--- src/rtl/cav14_fifo_reader.sv ---
// Read-side pointer controller for a 2^W-entry circular buffer with a
// one-cycle-latency memory; presents fetched entries on a valid/ready port.
module cav14_fifo_reader #(
  parameter int W  = 4,
  parameter int DW = 8
) (
  input  logic          clk,
  input  logic          rst,
  input  logic [W:0]    wr_ptr_i,
  input  logic [DW-1:0] mem_rdata_i,
  input  logic          out_ready_i,
  output logic          rd_en_o,
  output logic [W-1:0]  rd_addr_o,
  output logic [W:0]    rd_ptr_o,
  output logic          out_valid_o,
  output logic [DW-1:0] out_data_o,
  output logic          empty_o,
  output logic [W:0]    count_o,
  output logic          prop_o
);

  // state | meaning
  // IDLE  | nothing held, waiting for wr_ptr to move ahead of rd_ptr
  // FETCH | read issued last cycle, mem_rdata lands at this edge
  // VALID | out_data holds an entry, waiting for out_ready
  typedef enum logic [1:0] {IDLE, FETCH, VALID} state_t;

  localparam logic [W:0] DEPTH = (W+1)'(1) << W;
  localparam logic [W:0] ONE   = (W+1)'(1);

  state_t        state_q, state_d;
  logic [W:0]    rd_ptr_q, rd_ptr_d;
  logic          out_valid_q, out_valid_d;
  logic [DW-1:0] out_data_q, out_data_d;
  logic          rd_en;

  assign count_o = wr_ptr_i - rd_ptr_q;
  assign empty_o = (wr_ptr_i == rd_ptr_q);
  assign prop_o  = (count_o <= DEPTH);

  always_comb begin
    state_d     = state_q;
    rd_ptr_d    = rd_ptr_q;
    out_valid_d = out_valid_q;
    out_data_d  = out_data_q;
    rd_en       = 1'b0;
    case (state_q)
      IDLE: begin
        if (!empty_o) begin
          rd_en    = 1'b1;
          rd_ptr_d = rd_ptr_q + ONE;
          state_d  = FETCH;
        end
      end
      FETCH: begin
        out_data_d  = mem_rdata_i;
        out_valid_d = 1'b1;
        state_d     = VALID;
      end
      VALID: begin
        if (out_ready_i) begin
          out_valid_d = 1'b0;
          if (!empty_o) begin
            rd_en    = 1'b1;
            rd_ptr_d = rd_ptr_q + ONE;
            state_d  = FETCH;
          end else begin
            state_d = IDLE;
          end
        end
      end
      default: state_d = IDLE;
    endcase
  end

  always_ff @(posedge clk or posedge rst) begin
    if (rst) begin
      state_q     <= IDLE;
      rd_ptr_q    <= '0;
      out_valid_q <= 1'b0;
      out_data_q  <= '0;
    end else begin
      state_q     <= state_d;
      rd_ptr_q    <= rd_ptr_d;
      out_valid_q <= out_valid_d;
      out_data_q  <= out_data_d;
    end
  end

  // Keep the strobe quiet while reset is held, even if the writer is ahead.
  assign rd_en_o     = rd_en && !rst;
  assign rd_addr_o   = rd_ptr_q[W-1:0];
  assign rd_ptr_o    = rd_ptr_q;
  assign out_valid_o = out_valid_q;
  assign out_data_o  = out_data_q;

  assert property (@(posedge clk) disable iff (rst) prop_o);

endmodule

--- config.mk ---
export PLATFORM = sky130hd
export DESIGN_NAME = cav14_fifo_reader
export DESIGN_NICKNAME = d
export VERILOG_FILES = /design/src/rtl/cav14_fifo_reader.sv
export SDC_FILE = /design/constraint.sdc
export NUM_CORES = 1
export LEC_CHECK = 0
export CORE_ASPECT_RATIO = 0.7
export CORE_MARGIN = 2
export CORE_UTILIZATION = 25
export CTS_BUF_LIST = sky130_fd_sc_hd__clkbuf_4
export DETAILED_ROUTE_END_ITERATION = 16
export GPL_ROUTABILITY_DRIVEN = 0
export GPL_TIMING_DRIVEN = 0
export HOLD_SLACK_MARGIN = 0.06
export SLEW_MARGIN = 20
export SYNTH_ARGS = -nofsm -noshare
export SYNTH_HDL_FRONTEND = slang
export SYNTH_SLANG_ARGS = --single-unit
--- constraint.sdc ---
create_clock -name clk -period 2.06 [get_ports clk]
set_input_delay 0.309 -clock clk [delete_from_list [all_inputs] [get_ports clk]]
set_output_delay 0.309 -clock clk [all_outputs]
set_load 0.02 [all_outputs]
After elaboration in Yosys (flattened, before gate mapping)
Index checks and enable logic that the tools add are counted.

operators by class
  reduce and logical (&&, ||, !) cells = 8
  order comparisons = 1
  add/sub/neg operators = 2
  equality and inequality tests = 5
  multiplexer cells = 12

operators with widths
  kind                                           number
  2-to-1 mux 5 bit                               2
  one-hot mux 5 bit (2 select lines)             1
  one-hot mux 2 bit (3 select lines)             1
  AND reduction 2 bit                            3
  adder 5 x 1 -> 5 bit, second input constant    1
  == test 5 bit                                  1
  <= comparator 5 bit, second input constant     1
  subtractor 5 bit                               1
  2-to-1 mux 1 bit                               4
  2-to-1 mux 2 bit                               2
  inequality test 2 bit, second input constant   2
  one-hot mux 1 bit (2 select lines)             2
  nonzero test 2 bit                             2
  == test 2 x 1 -> 1 bit, second input constant  1
  == test 2 bit, second input constant           1
  logical NOT 2 bit                              1
  logical AND 1 bit                              1
  logical NOT 1 bit                              1

storage, ports and cells
  word-level logic and storage cells = 32
  register bits = 16
  input port bits = 16
  output and inout port bits = 26

Logic depth before layout (Yosys ltp)
Gate-level depths: netlist (run 1).

  depth in word-level cells = 5
  gate-level depth with buffers = 8
  gate-level depth less buffers = 8

Worst setup path after synthesis (run 1)
OpenSTA, ideal clock, no wires.

  kind = register to output
  start = register rd_ptr_q[0] (netlist: rd_ptr_o[0])
  end = output prop_o
  data arrival time = 2.186 ns
  cell stages (with the launch flop) = 5
  path buffers = 0
  required time = 1.751 ns
  path slack = -0.435 ns
  path through = dfrtp_1 > ha_1 > inv_1 > fa_1 > o41ai_1

on the way
  cells in the longest elaborated chain, start to end = 2

RTL lines
  item                    RTL line  RTL
  from (decl)             32        logic [W:0] rd_ptr_q, rd_ptr_d;
  from (signal assigned)  84        rd_ptr_q <= rd_ptr_d;
  subtractor 5 bit        37        assign count_o = wr_ptr_i - rd_ptr_q;
  via count_o[1]          18        output logic [W:0] count_o,
  <= comparator 5 bit     39        assign prop_o = (count_o <= DEPTH);
  to (decl)               19        output logic prop_o

The timed path passes the listed nets, and every way through them passes these cells.

Final worst setup path (run 1)
  start = register rd_ptr_q[0] (netlist: rd_ptr_o[0])
  end = output prop_o

on the way
  cells in the longest elaborated chain, start to end = 2

RTL lines
  item                 RTL line
  subtractor 5 bit     37
  <= comparator 5 bit  39

Every way passes these cells.

==> results of run 1 <==
## layout by cell type (no fill, tap or decap), types with 3 or more instances in the layout
cell,netlist,layout
nand2_1,3,3
clkdlybuf4s50_1,0,31
dlygate4sd2_1,0,3
mux2_2,8,8
xnor2_1,5,3
ha_4,0,4
inv_1,8,3
dfrtp_1,16,12
inv_2,0,4
buf_2,1,3
clkbuf_4,0,3
dfrtp_2,0,4
buf_4,4,12
## sequential cells by signal (all words and copies together) (netlist names)
signal       flops
out_valid_o      1
state_q          2
out_data_o       8
rd_ptr_o         5
## worst reg2reg max path: cells and delay by family (launching register included)
kind            cells  cell delay [ns]
compound gates      1             0.23
xor+xnor            1             0.14
fa+ha+maj           1             0.21
buf+inv             2             0.30
flops               1             0.46
simple gates        2             0.31
## worst max path at each step
stage / to / from / slack [ns]
detailed placement: prop_o / wr_ptr_i[0] / -0.82
CTS: prop_o / rd_ptr_o[0] / -0.32
global route: prop_o / rd_ptr_o[0] / -0.35
finish: prop_o / rd_ptr_o[0] / -0.25
floorplan: prop_o / rd_ptr_o[0] / 0.03
global placement: rd_en_o / wr_ptr_i[1] / -0.78
## stage by stage
step	worst slack, ns	hold WS (ns)	util, %
6_report	-0.2510	0.3925	46.90
5_1_grt	-0.3520	0.4479	46.90
4_1_cts	-0.3179	0.4115	46.44
3_5_place_dp	-0.8156	0.4976	43.44
3_3_place_gp	-0.7843	0.4916	43.44
2_1_floorplan	0.02826	0.2275	-
## cell type report
type	instances	area, µm²	area share (%)
Tap cell	47	58.81	3.904
Clock inverter	1	3.754	0.2492
Buffer	5	35.03	2.326
Multi-Input combinational cell	43	508.0	33.72
Timing Repair Buffer	47	440.4	29.24
Clock buffer	3	22.52	1.495
Sequential cell	16	405.4	26.91
Inverter	8	32.53	2.159
## timing repair
item | 4_1_cts | 5_1_grt
pin swaps | 7 | 5
endpoints found under the hold margin | 0 | 0
gates resized for setup | 44 | 1
setup endpoints to repair | 8 | 6
buffers inserted | 5 | 1
## kinds of logic (layout without fill, tap and decap cells)
kind of cell             after synthesis  in the layout
AO/OA/AOI/OAI                          8              8
XOR/XNOR                               8              8
adder cells (fa/ha/maj)                6              6
buffers and inverters                 13             64
flip-flops                            16             16
multiplexers                           8              8
AND/OR/NAND/NOR                       13             13
## where the power goes
group / switching [mW] / internal [mW] / total [mW] / leakage (nW)
clock network: 0.0993 / 0.0703 / 0.170 / 0.0154
logic: 1.00 / 1.05 / 2.05 / 0.431
registers: 0.138 / 0.486 / 0.624 / 0.184
## routing by layer
layer	vias to the layer above	track usage [%]
met5	-	0
met4	0	2.424
met3	0	4.762
met2	16	19.79
met1	341	15.09
li1	336	-
==> flow_metrics.env, run 1 <==
export IMPL_syn_area_per_cell_um2=11.90
export IMPL_worst_slew_pin_transition_ns=0.6269
export IMPL_path_delay_family="compound AO/OA/AOI/OAI gates"
export IMPL_p_leak_nw=0.6308
export IMPL_syn_to_final_growth_pct=75.77
export IMPL_met2_length_um=1017
export IMPL_port_buffers=41
export IMPL_ant_nets=0
export IMPL_layout_min_cycle_time_ns=2.311
export IMPL_placed_cells=160
export IMPL_fmax_mhz=432.7
export IMPL_setup_viol=3
export IMPL_postCtsHoldBufs=0
export IMPL_rr_worst_depth=7
export IMPL_cp_required_ns=1.75
export IMPL_drive_gt1_share_pct=43.90
export IMPL_rr_endpoint="rd_ptr_o[3]"
export IMPL_critical_path_class="flip-flop to primary output"
export IMPL_hp_class="primary input to async pin"
export IMPL_async_flop_share_pct=100.0
export IMPL_slowest_delay_ns=0.40
export IMPL_dieArea_um2=3920
export IMPL_ys_types=23
export IMPL_finalClockSkew_ns=0.004623
export IMPL_nNetsFinal=146
export IMPL_cap_violations=0
export IMPL_floorplan_initialDensity_pct=26.68
export IMPL_finalSetupTns_ns=-0.4310
export IMPL_cts_max_path_buffers=2
export IMPL_drv_slew=0
export IMPL_stdcell_count=170
export IMPL_die_x_um=73.98
export IMPL_grt_max_degree=18
export IMPL_yosysSeqAreaShare_pct=46.72
export IMPL_yosysTopAreaCellShare_pct=46.72
export IMPL_grt_use_total_pct=12.07
export IMPL_grt_pass1_vias=735
export IMPL_power_density_nw_per_um2=1889
export IMPL_diodes=0
export IMPL_slowest_stage="dfrtp_2"
export IMPL_wl_met3_um=99
export IMPL_dpl_instance_area_um2=1395
export IMPL_grt_antenna_before_repair=0
export IMPL_nFillCells=299
export IMPL_worstSetupEndpointType="primary output"
export IMPL_routed_wl_um=2066
export IMPL_syn_area_um2=857.1
export IMPL_synth_edf_count=0
export IMPL_rows=17
export IMPL_cts_tree="yes"
export IMPL_cp_start_kind="flip-flop"
export IMPL_rrSetupSlack_ns=0.32
export IMPL_max_slew_margin_pct=58.16
export IMPL_critical_path_arrival_ns=2.00
export IMPL_path_clk_slew_ns=0.10
export IMPL_drt_pre_antenna_iters=4
export IMPL_synth_xor_area_share_pct=8.175
export IMPL_rsz0062_at_grt="yes"
export IMPL_syn_inst=72
export IMPL_ys_ff_latch=16
export IMPL_clock_latency_ns=0.28
export IMPL_drc=0
export IMPL_yosys_top_cells_area="dfrtp_1, mux2_2, ha_1, xnor2_1, buf_4"
export IMPL_synth_common_cells="dfrtp_1, inv_1, mux2_2"
export IMPL_htreeDepth=1
export IMPL_ys_warn_count=0
export IMPL_dominantRegCellSynth="dfrtp_1"
export IMPL_synth_top_family_by_area="multiplexers"
export IMPL_cp_cell_sequence="ha_4 -> inv_2 -> fa_2 -> a21o_1 -> a21oi_2 -> xnor2_2 -> o41ai_4 -> buf_4"
export IMPL_wl_per_cell_um=12.15
export IMPL_synth_mux_area_share_pct=10.51
export IMPL_syn_nets=94
export IMPL_synth_compound_area_share_pct=7.883
export IMPL_cts_root_buffer="clkbuf_4"
export IMPL_hpwl_um=1635
export IMPL_design_area_um2=1506
export IMPL_r2r_start="rd_ptr_o[1]"
export IMPL_cp_num_cells=8
export IMPL_yosys_area_share_adder_pct=9.635
export IMPL_layout_setup_ws_ns=-0.2510
export IMPL_grt_ovfl_total=0
export IMPL_crit_buf_inv=2
export IMPL_hold_viol=0
export IMPL_drt_iter0_drc=21
export IMPL_crit_fanout=2
export IMPL_cts_sinks=16
export IMPL_cts_buffers=3
export IMPL_vias_per_cell=4.076
export IMPL_wirelength_met1_um=949
export IMPL_core_um2=3212
export IMPL_synth_most_common_cell="dfrtp_1"
export IMPL_yosysTopAreaCell="dfrtp_1"
export IMPL_power_mw=2.846
export IMPL_grt_pass1_wl_um=3463
export IMPL_synth_simple_area_share_pct=9.489
export IMPL_highest_layer="met3"
export IMPL_violations="setup timing"
export IMPL_die_y_um=52.99
export IMPL_ios=42
export IMPL_post_route_period_util_pct=112.2
export IMPL_peakVddDrop_uv=642.4
export IMPL_dr_total_vias=693
export IMPL_status="finished, violations left"
No activity file was read; power rests on OpenSTA's default activity.
==> inputs of run 2 (changes only) <==
--- a/config.mk
+++ b/config.mk
@@ -5,7 +5,6 @@
 export SDC_FILE = /design/constraint.sdc
 export NUM_CORES = 1
 export LEC_CHECK = 0
-export CORE_ASPECT_RATIO = 0.7
 export CORE_MARGIN = 2
 export CORE_UTILIZATION = 25
 export CTS_BUF_LIST = sky130_fd_sc_hd__clkbuf_4
==> constraint.sdc (replaced) <==
create_clock -name clk -period 2.92 [get_ports clk]
set_input_delay 0.438 -clock clk [delete_from_list [all_inputs] [get_ports clk]]
set_output_delay 0.438 -clock clk [all_outputs]
set_load 0.02 [all_outputs]
==> flow_metrics.env, run 2 (same netlist as run 1, synthesis figures left out) <==
export IMPL_core_um2=3311
export IMPL_rr_endpoint="rd_ptr_o[4]"
export IMPL_diodes=0
export IMPL_worst_slew_pin_transition_ns=0.6377
export IMPL_placed_cells=159
export IMPL_grt_use_total_pct=10.79
export IMPL_power_mw=1.758
export IMPL_die_y_um=62.55
export IMPL_hold_viol=0
export IMPL_routed_wl_um=1921
export IMPL_grt_ovfl_total=0
export IMPL_rr_worst_depth=7
export IMPL_layout_commonest_cell="clkdlybuf4s50_1"
export IMPL_holdWs_ns=0.5096
export IMPL_clock_latency_ns=0.28
export IMPL_peakVddDrop_uv=484.1
export IMPL_grt_pass1_wl_um=3339
export IMPL_cap_violations=0
export IMPL_port_buffers=41
export IMPL_cts_max_path_buffers=2
export IMPL_cts_tree="yes"
export IMPL_htreeDepth=1
export IMPL_drt_iter0_drc=24
export IMPL_power_density_nw_per_um2=1299
export IMPL_cts_root_buffer="clkbuf_4"
export IMPL_critical_path_arrival_ns=2.34
export IMPL_die_x_um=62.55
export IMPL_rows=21
export IMPL_stdcell_count=163
export IMPL_drt_pre_antenna_iters=3
export IMPL_setup_viol=0
export IMPL_post_route_period_util_pct=95.14
export IMPL_floorplan_initialDensity_pct=25.89
export IMPL_layout_min_cycle_time_ns=2.778
export IMPL_p_leak_nw=0.5931
export IMPL_cts_sinks=16
export IMPL_syn_to_final_growth_pct=57.96
export IMPL_rrSetupSlack_ns=1.07
export IMPL_largest_reg_flops=8
export IMPL_multi_input_area_um2=391.6
export IMPL_ios=42
export IMPL_whs_endpoint="out_data_o[5]"
export IMPL_final_cell_mix="clkdlybuf4s50_1, dfrtp_1, inv_1, mux2_2"
export IMPL_path_clk_slew_ns=0.09
export IMPL_critPathLaunch="wr_ptr_i[0]"
export IMPL_ant_nets=0
export IMPL_status="complete, no violations"
export IMPL_seqCellArea_um2=401.6
export IMPL_max_slew_margin_pct=57.44
export IMPL_hp_start="out_data_o[5]"
export IMPL_hpwl_um=1546
export IMPL_hp_class="flip-flop to flip-flop"
export IMPL_finalClockSkew_ns=0.004409
export IMPL_cts_buffers=3
export IMPL_grt_pass1_vias=742
export IMPL_dieArea_um2=3913
export IMPL_critical_path_class="primary input to primary output"
export IMPL_dr_total_vias=677
export IMPL_rsz0062_at_grt="no"
export IMPL_design_area_um2=1354
export IMPL_drc=0
export IMPL_drive_gt1_share_pct=20.51
export IMPL_drv_slew=0
export IMPL_dpl_instance_area_um2=1325
export IMPL_cp_required_ns=2.48
export IMPL_crit_fanout=2
export IMPL_nNetsFinal=141
export IMPL_r2r_start="rd_ptr_o[2]"
export IMPL_worstSetupEndpointType="primary output"
export IMPL_wl_per_cell_um=11.79
export IMPL_grt_max_degree=18
export IMPL_nFillCells=343
export IMPL_cp_start_kind="primary input"
export IMPL_fmax_mhz=359.9
export IMPL_hold_depth=1
export IMPL_postLayoutCoreUtil_pct=40.89
export IMPL_grt_antenna_before_repair=0
export IMPL_vias_per_cell=4.153
run 2: worst max-delay path by stage:
| stage | end | slack [ns] |
|---|---|---|
| CTS | rd_en_o | 0.009 |
| global route | count_o[4] | 0.02 |
| finish | count_o[4] | 0.14 |
| detailed placement | prop_o | -0.22 |
| global placement | prop_o | -0.23 |
| floorplan | prop_o | 0.30 |
run 2: cell type report:
type	instances	area share, %
sequential	16	29.67
clock buffer	3	1.664
buffer	5	2.588
timing repair buffer	42	30.68
tap	46	4.251
inverter	8	2.218
multi-input combinational	43	28.93
run 2: metal layers:
| metal | GRT usage [%] | up-vias | share of wire, % |
|---|---|---|---|
| met5 | 0 | - | 0 |
| met4 | 3.333 | 0 | 1.0 |
| met3 | 3.604 | 2 | 3.5 |
| met2 | 18.41 | 17 | 52 |
| met1 | 12.80 | 325 | 43 |
| li1 | - | 333 | - |
run 2: worst max-delay path, cell delays in order:
cell and delay [ns]:
clkdlybuf4s50_1 0.40, inv_1 0.06, ha_1 0.15, inv_1 0.05
fa_1 0.40, a21o_1 0.18, a21oi_1 0.17, xnor2_1 0.16
clkdlybuf4s15_1 0.34
run 2: timing repair:
item | 4_1_cts | 5_1_grt
hold endpoints to repair | 0 | 0
pin swaps | 1 | 0
setup endpoints to repair | 3 | 3
buffers inserted | 1 | 0
resized for setup | 2 | 6
hold buffers | 0 | 0
run 2: report_power, final:
part | leakage, nW | total (mW) | switching [mW] | internal [mW]
Sequential | 0.187 | 0.447 | 0.108 | 0.339
Combinational | 0.392 | 1.20 | 0.582 | 0.616
Clock | 0.0138 | 0.114 | 0.0660 | 0.0478
run 2: metrics by stage:
stage,setup WS (ns),TNS (ns)
after floorplan,0.2964,0
after global placement,-0.2259,-0.5986
after detailed placement,-0.2230,-0.6080
after CTS,0.009102,0
after global routing,0.01680,0
final,0.1418,0
==> inputs of run 3 (changes only) <==
--- a/config.mk
+++ b/config.mk
@@ -6,12 +6,13 @@
 export NUM_CORES = 1
 export LEC_CHECK = 0
 export CORE_MARGIN = 2
-export CORE_UTILIZATION = 25
+export CORE_UTILIZATION = 44
 export CTS_BUF_LIST = sky130_fd_sc_hd__clkbuf_4
 export DETAILED_ROUTE_END_ITERATION = 16
 export GPL_ROUTABILITY_DRIVEN = 0
 export GPL_TIMING_DRIVEN = 0
 export HOLD_SLACK_MARGIN = 0.06
+export PLACE_DENSITY = 0.86
 export SLEW_MARGIN = 20
 export SYNTH_ARGS = -nofsm -noshare
 export SYNTH_HDL_FRONTEND = slang
==> flow_metrics.env, run 3 (same netlist as run 1, synthesis figures left out) <==
export IMPL_core_um2=1783
export IMPL_grt_pass1_wl_um=2925
export IMPL_worst_slew_pin_transition_ns=0.5989
export IMPL_dpl_instance_area_um2=1299
export IMPL_slowest_delay_ns=0.40
export IMPL_cp_required_ns=2.48
export IMPL_rsz0062_at_grt="yes"
export IMPL_p_leak_nw=0.5969
export IMPL_grt_use_met1_pct=23.87
export IMPL_fmax_mhz=351.2
export IMPL_vias_per_cell=4.713
export IMPL_ant_nets=0
export IMPL_floorplan_initialDensity_pct=48.07
export IMPL_rows=15
export IMPL_drt_iter0_drc=3
export IMPL_p_int_mw=1.009
export IMPL_crit_fanout=2
export IMPL_slowest_stage="clkdlybuf4s50_1"
export IMPL_die_y_um=48.14
export IMPL_htreeDepth=1
export IMPL_switchingPower_mw=0.7575
export IMPL_p_sw_share_pct=42.89
export IMPL_gr_max_usage_layer="met2"
export IMPL_cts_max_path_buffers=2
export IMPL_peakVddDrop_uv=792.1
export IMPL_post_route_period_util_pct=97.52
export IMPL_diodes=0
export IMPL_postCtsHoldBufs=0
export IMPL_design_area_um2=1334
export IMPL_routed_wl_um=1859
export IMPL_worstSetupEndpointType="primary output"
export IMPL_critical_path_class="primary input to primary output"
export IMPL_wl_per_cell_um=13.00
export IMPL_port_buffers=41
export IMPL_grt_use_total_pct=18.70
export IMPL_pwr_share_clk_pct=6.4
export IMPL_grt_pass1_vias=669
export IMPL_dieArea_um2=2317
export IMPL_clock_latency_ns=0.28
export IMPL_cts_tree="yes"
export IMPL_die_x_um=48.14
export IMPL_cts_sinks=16
export IMPL_grt_antenna_before_repair=0
export IMPL_grtUsageMet2_pct=30.93
export IMPL_cp_start_kind="primary input"
export IMPL_holdWs_ns=0.5212
export IMPL_drv_slew=0
export IMPL_syn_to_final_growth_pct=55.62
export IMPL_setup_viol=0
export IMPL_finalClockSkew_ns=0.01155
export IMPL_hp_class="flip-flop to flip-flop"
export IMPL_drt_pre_antenna_iters=4
export IMPL_drive_gt1_share_pct=18.64
export IMPL_rrSetupSlack_ns=1.02
export IMPL_path_clk_slew_ns=0.09
export IMPL_ios=42
export IMPL_grt_max_degree=18
export IMPL_postLayoutCoreUtil_pct=74.81
export IMPL_p_comb_share_pct=68.2
export IMPL_status="complete, no violations"
export IMPL_crit_path_frequent_cell="inv_1"
export IMPL_max_slew_margin_pct=60.03
export IMPL_drc=0
export IMPL_critical_path_arrival_ns=2.41
export IMPL_pwr_share_seq_pct=25.3
export IMPL_cap_violations=0
export IMPL_cts_root_buffer="clkbuf_4"
export IMPL_grt_ovfl_total=0
export IMPL_grtUsageMet3_pct=7.037
export IMPL_dr_total_vias=674
export IMPL_layout_min_cycle_time_ns=2.848
export IMPL_layout_commonest_cell="clkdlybuf4s50_1"
export IMPL_power_mw=1.766
export IMPL_hpwl_um=1518
export IMPL_cts_buffers=3
export IMPL_hold_viol=0
export IMPL_nFillCells=131
export IMPL_largest_reg_flops=8
export IMPL_nNetsFinal=141
export IMPL_cp_cell_sequence="clkdlybuf4s50_1 -> inv_1 -> ha_1 -> inv_1 -> fa_1 -> a21o_1 -> a21oi_1 -> xnor2_1 -> o41ai_1 -> clkdlybuf4s15_1"
export IMPL_final_cell_mix="clkdlybuf4s50_1, dfrtp_1, inv_1, mux2_2"
export IMPL_power_density_nw_per_um2=1324
==> run 3: cell types whose count changed in the layout (fill, tap and decap cells not counted) <==
cell,change
clkbuf_2,-1
dfrtp_1,+1
clkinv_1,+1
dlygate4sd2_1,+1
dfrtp_2,-1
==> run 3: worst paths after layout <==
| path | startpoint | to | cells after the start |
|---|---|---|---|
| max in group asynchronous | rst | out_data_o[1] | 2 |
| min | rd_ptr_o[4] | rd_ptr_o[4] | 1 |
| max reg2reg | rd_ptr_o[2] | rd_ptr_o[3] | 7 |
| min reg2reg | rd_ptr_o[4] | rd_ptr_o[4] | 1 |
| max | wr_ptr_i[0] | prop_o | 10 |
| min in group asynchronous | rst | out_data_o[2] | 2 |
==> run 3: layer usage <==
layer / up-vias / share of wire [%]
li1: 332 / -
met1: 322 / 39
met2: 20 / 55
met3: 0 / 5.2
met4: 0 / 0
met5: - / 0
==> run 3: power groups by stage <==
stage	clock network, mW	registers (mW)	logic, mW
after floorplan	0	0.556	0.590
after global placement	0	0.440	1.20
after detailed placement	0	0.453	1.22
after CTS	0.120	0.448	1.21
after global routing	0.132	0.464	1.29
final	0.114	0.448	1.20
==> run 3: worst max-delay path: cells and delay by family <==
kind	cells	cell delay (ns)
AOI/OAI and AO/OA	3	0.45
xor gates and xnor gates	1	0.16
adders and majority gates	2	0.55
buffers and inverters	4	0.81
==> run 3: stage by stage <==
step	TNS [ns]	std cells	setup slack (ns)
finish	0	143	0.07229
global placement	-0.4900	138	-0.1805
floorplan	0	72	0.2964
detailed placement	-0.5673	138	-0.2377
CTS	0	143	0.005921
global route	-0.1044	143	-0.09562
==> run 3: area by class of cell <==
class	instances	area, µm²	area share [%]
Tap cell	25	31.28	2.345
Timing Repair Buffer	42	419.2	31.43
Inverter	8	30.03	2.251
Buffer	5	35.03	2.627
Clock buffer	3	22.52	1.689
Multi-Input combinational cell	43	391.6	29.36
Clock inverter	1	3.754	0.2814
Sequential cell	16	400.4	30.02
==> run 3: timing repair <==
item | in CTS | in global routing
pin swaps | 1 | 0
setup buffers | 1 | 0
endpoints found under the setup margin | 3 | 3
resized for setup | 2 | 2
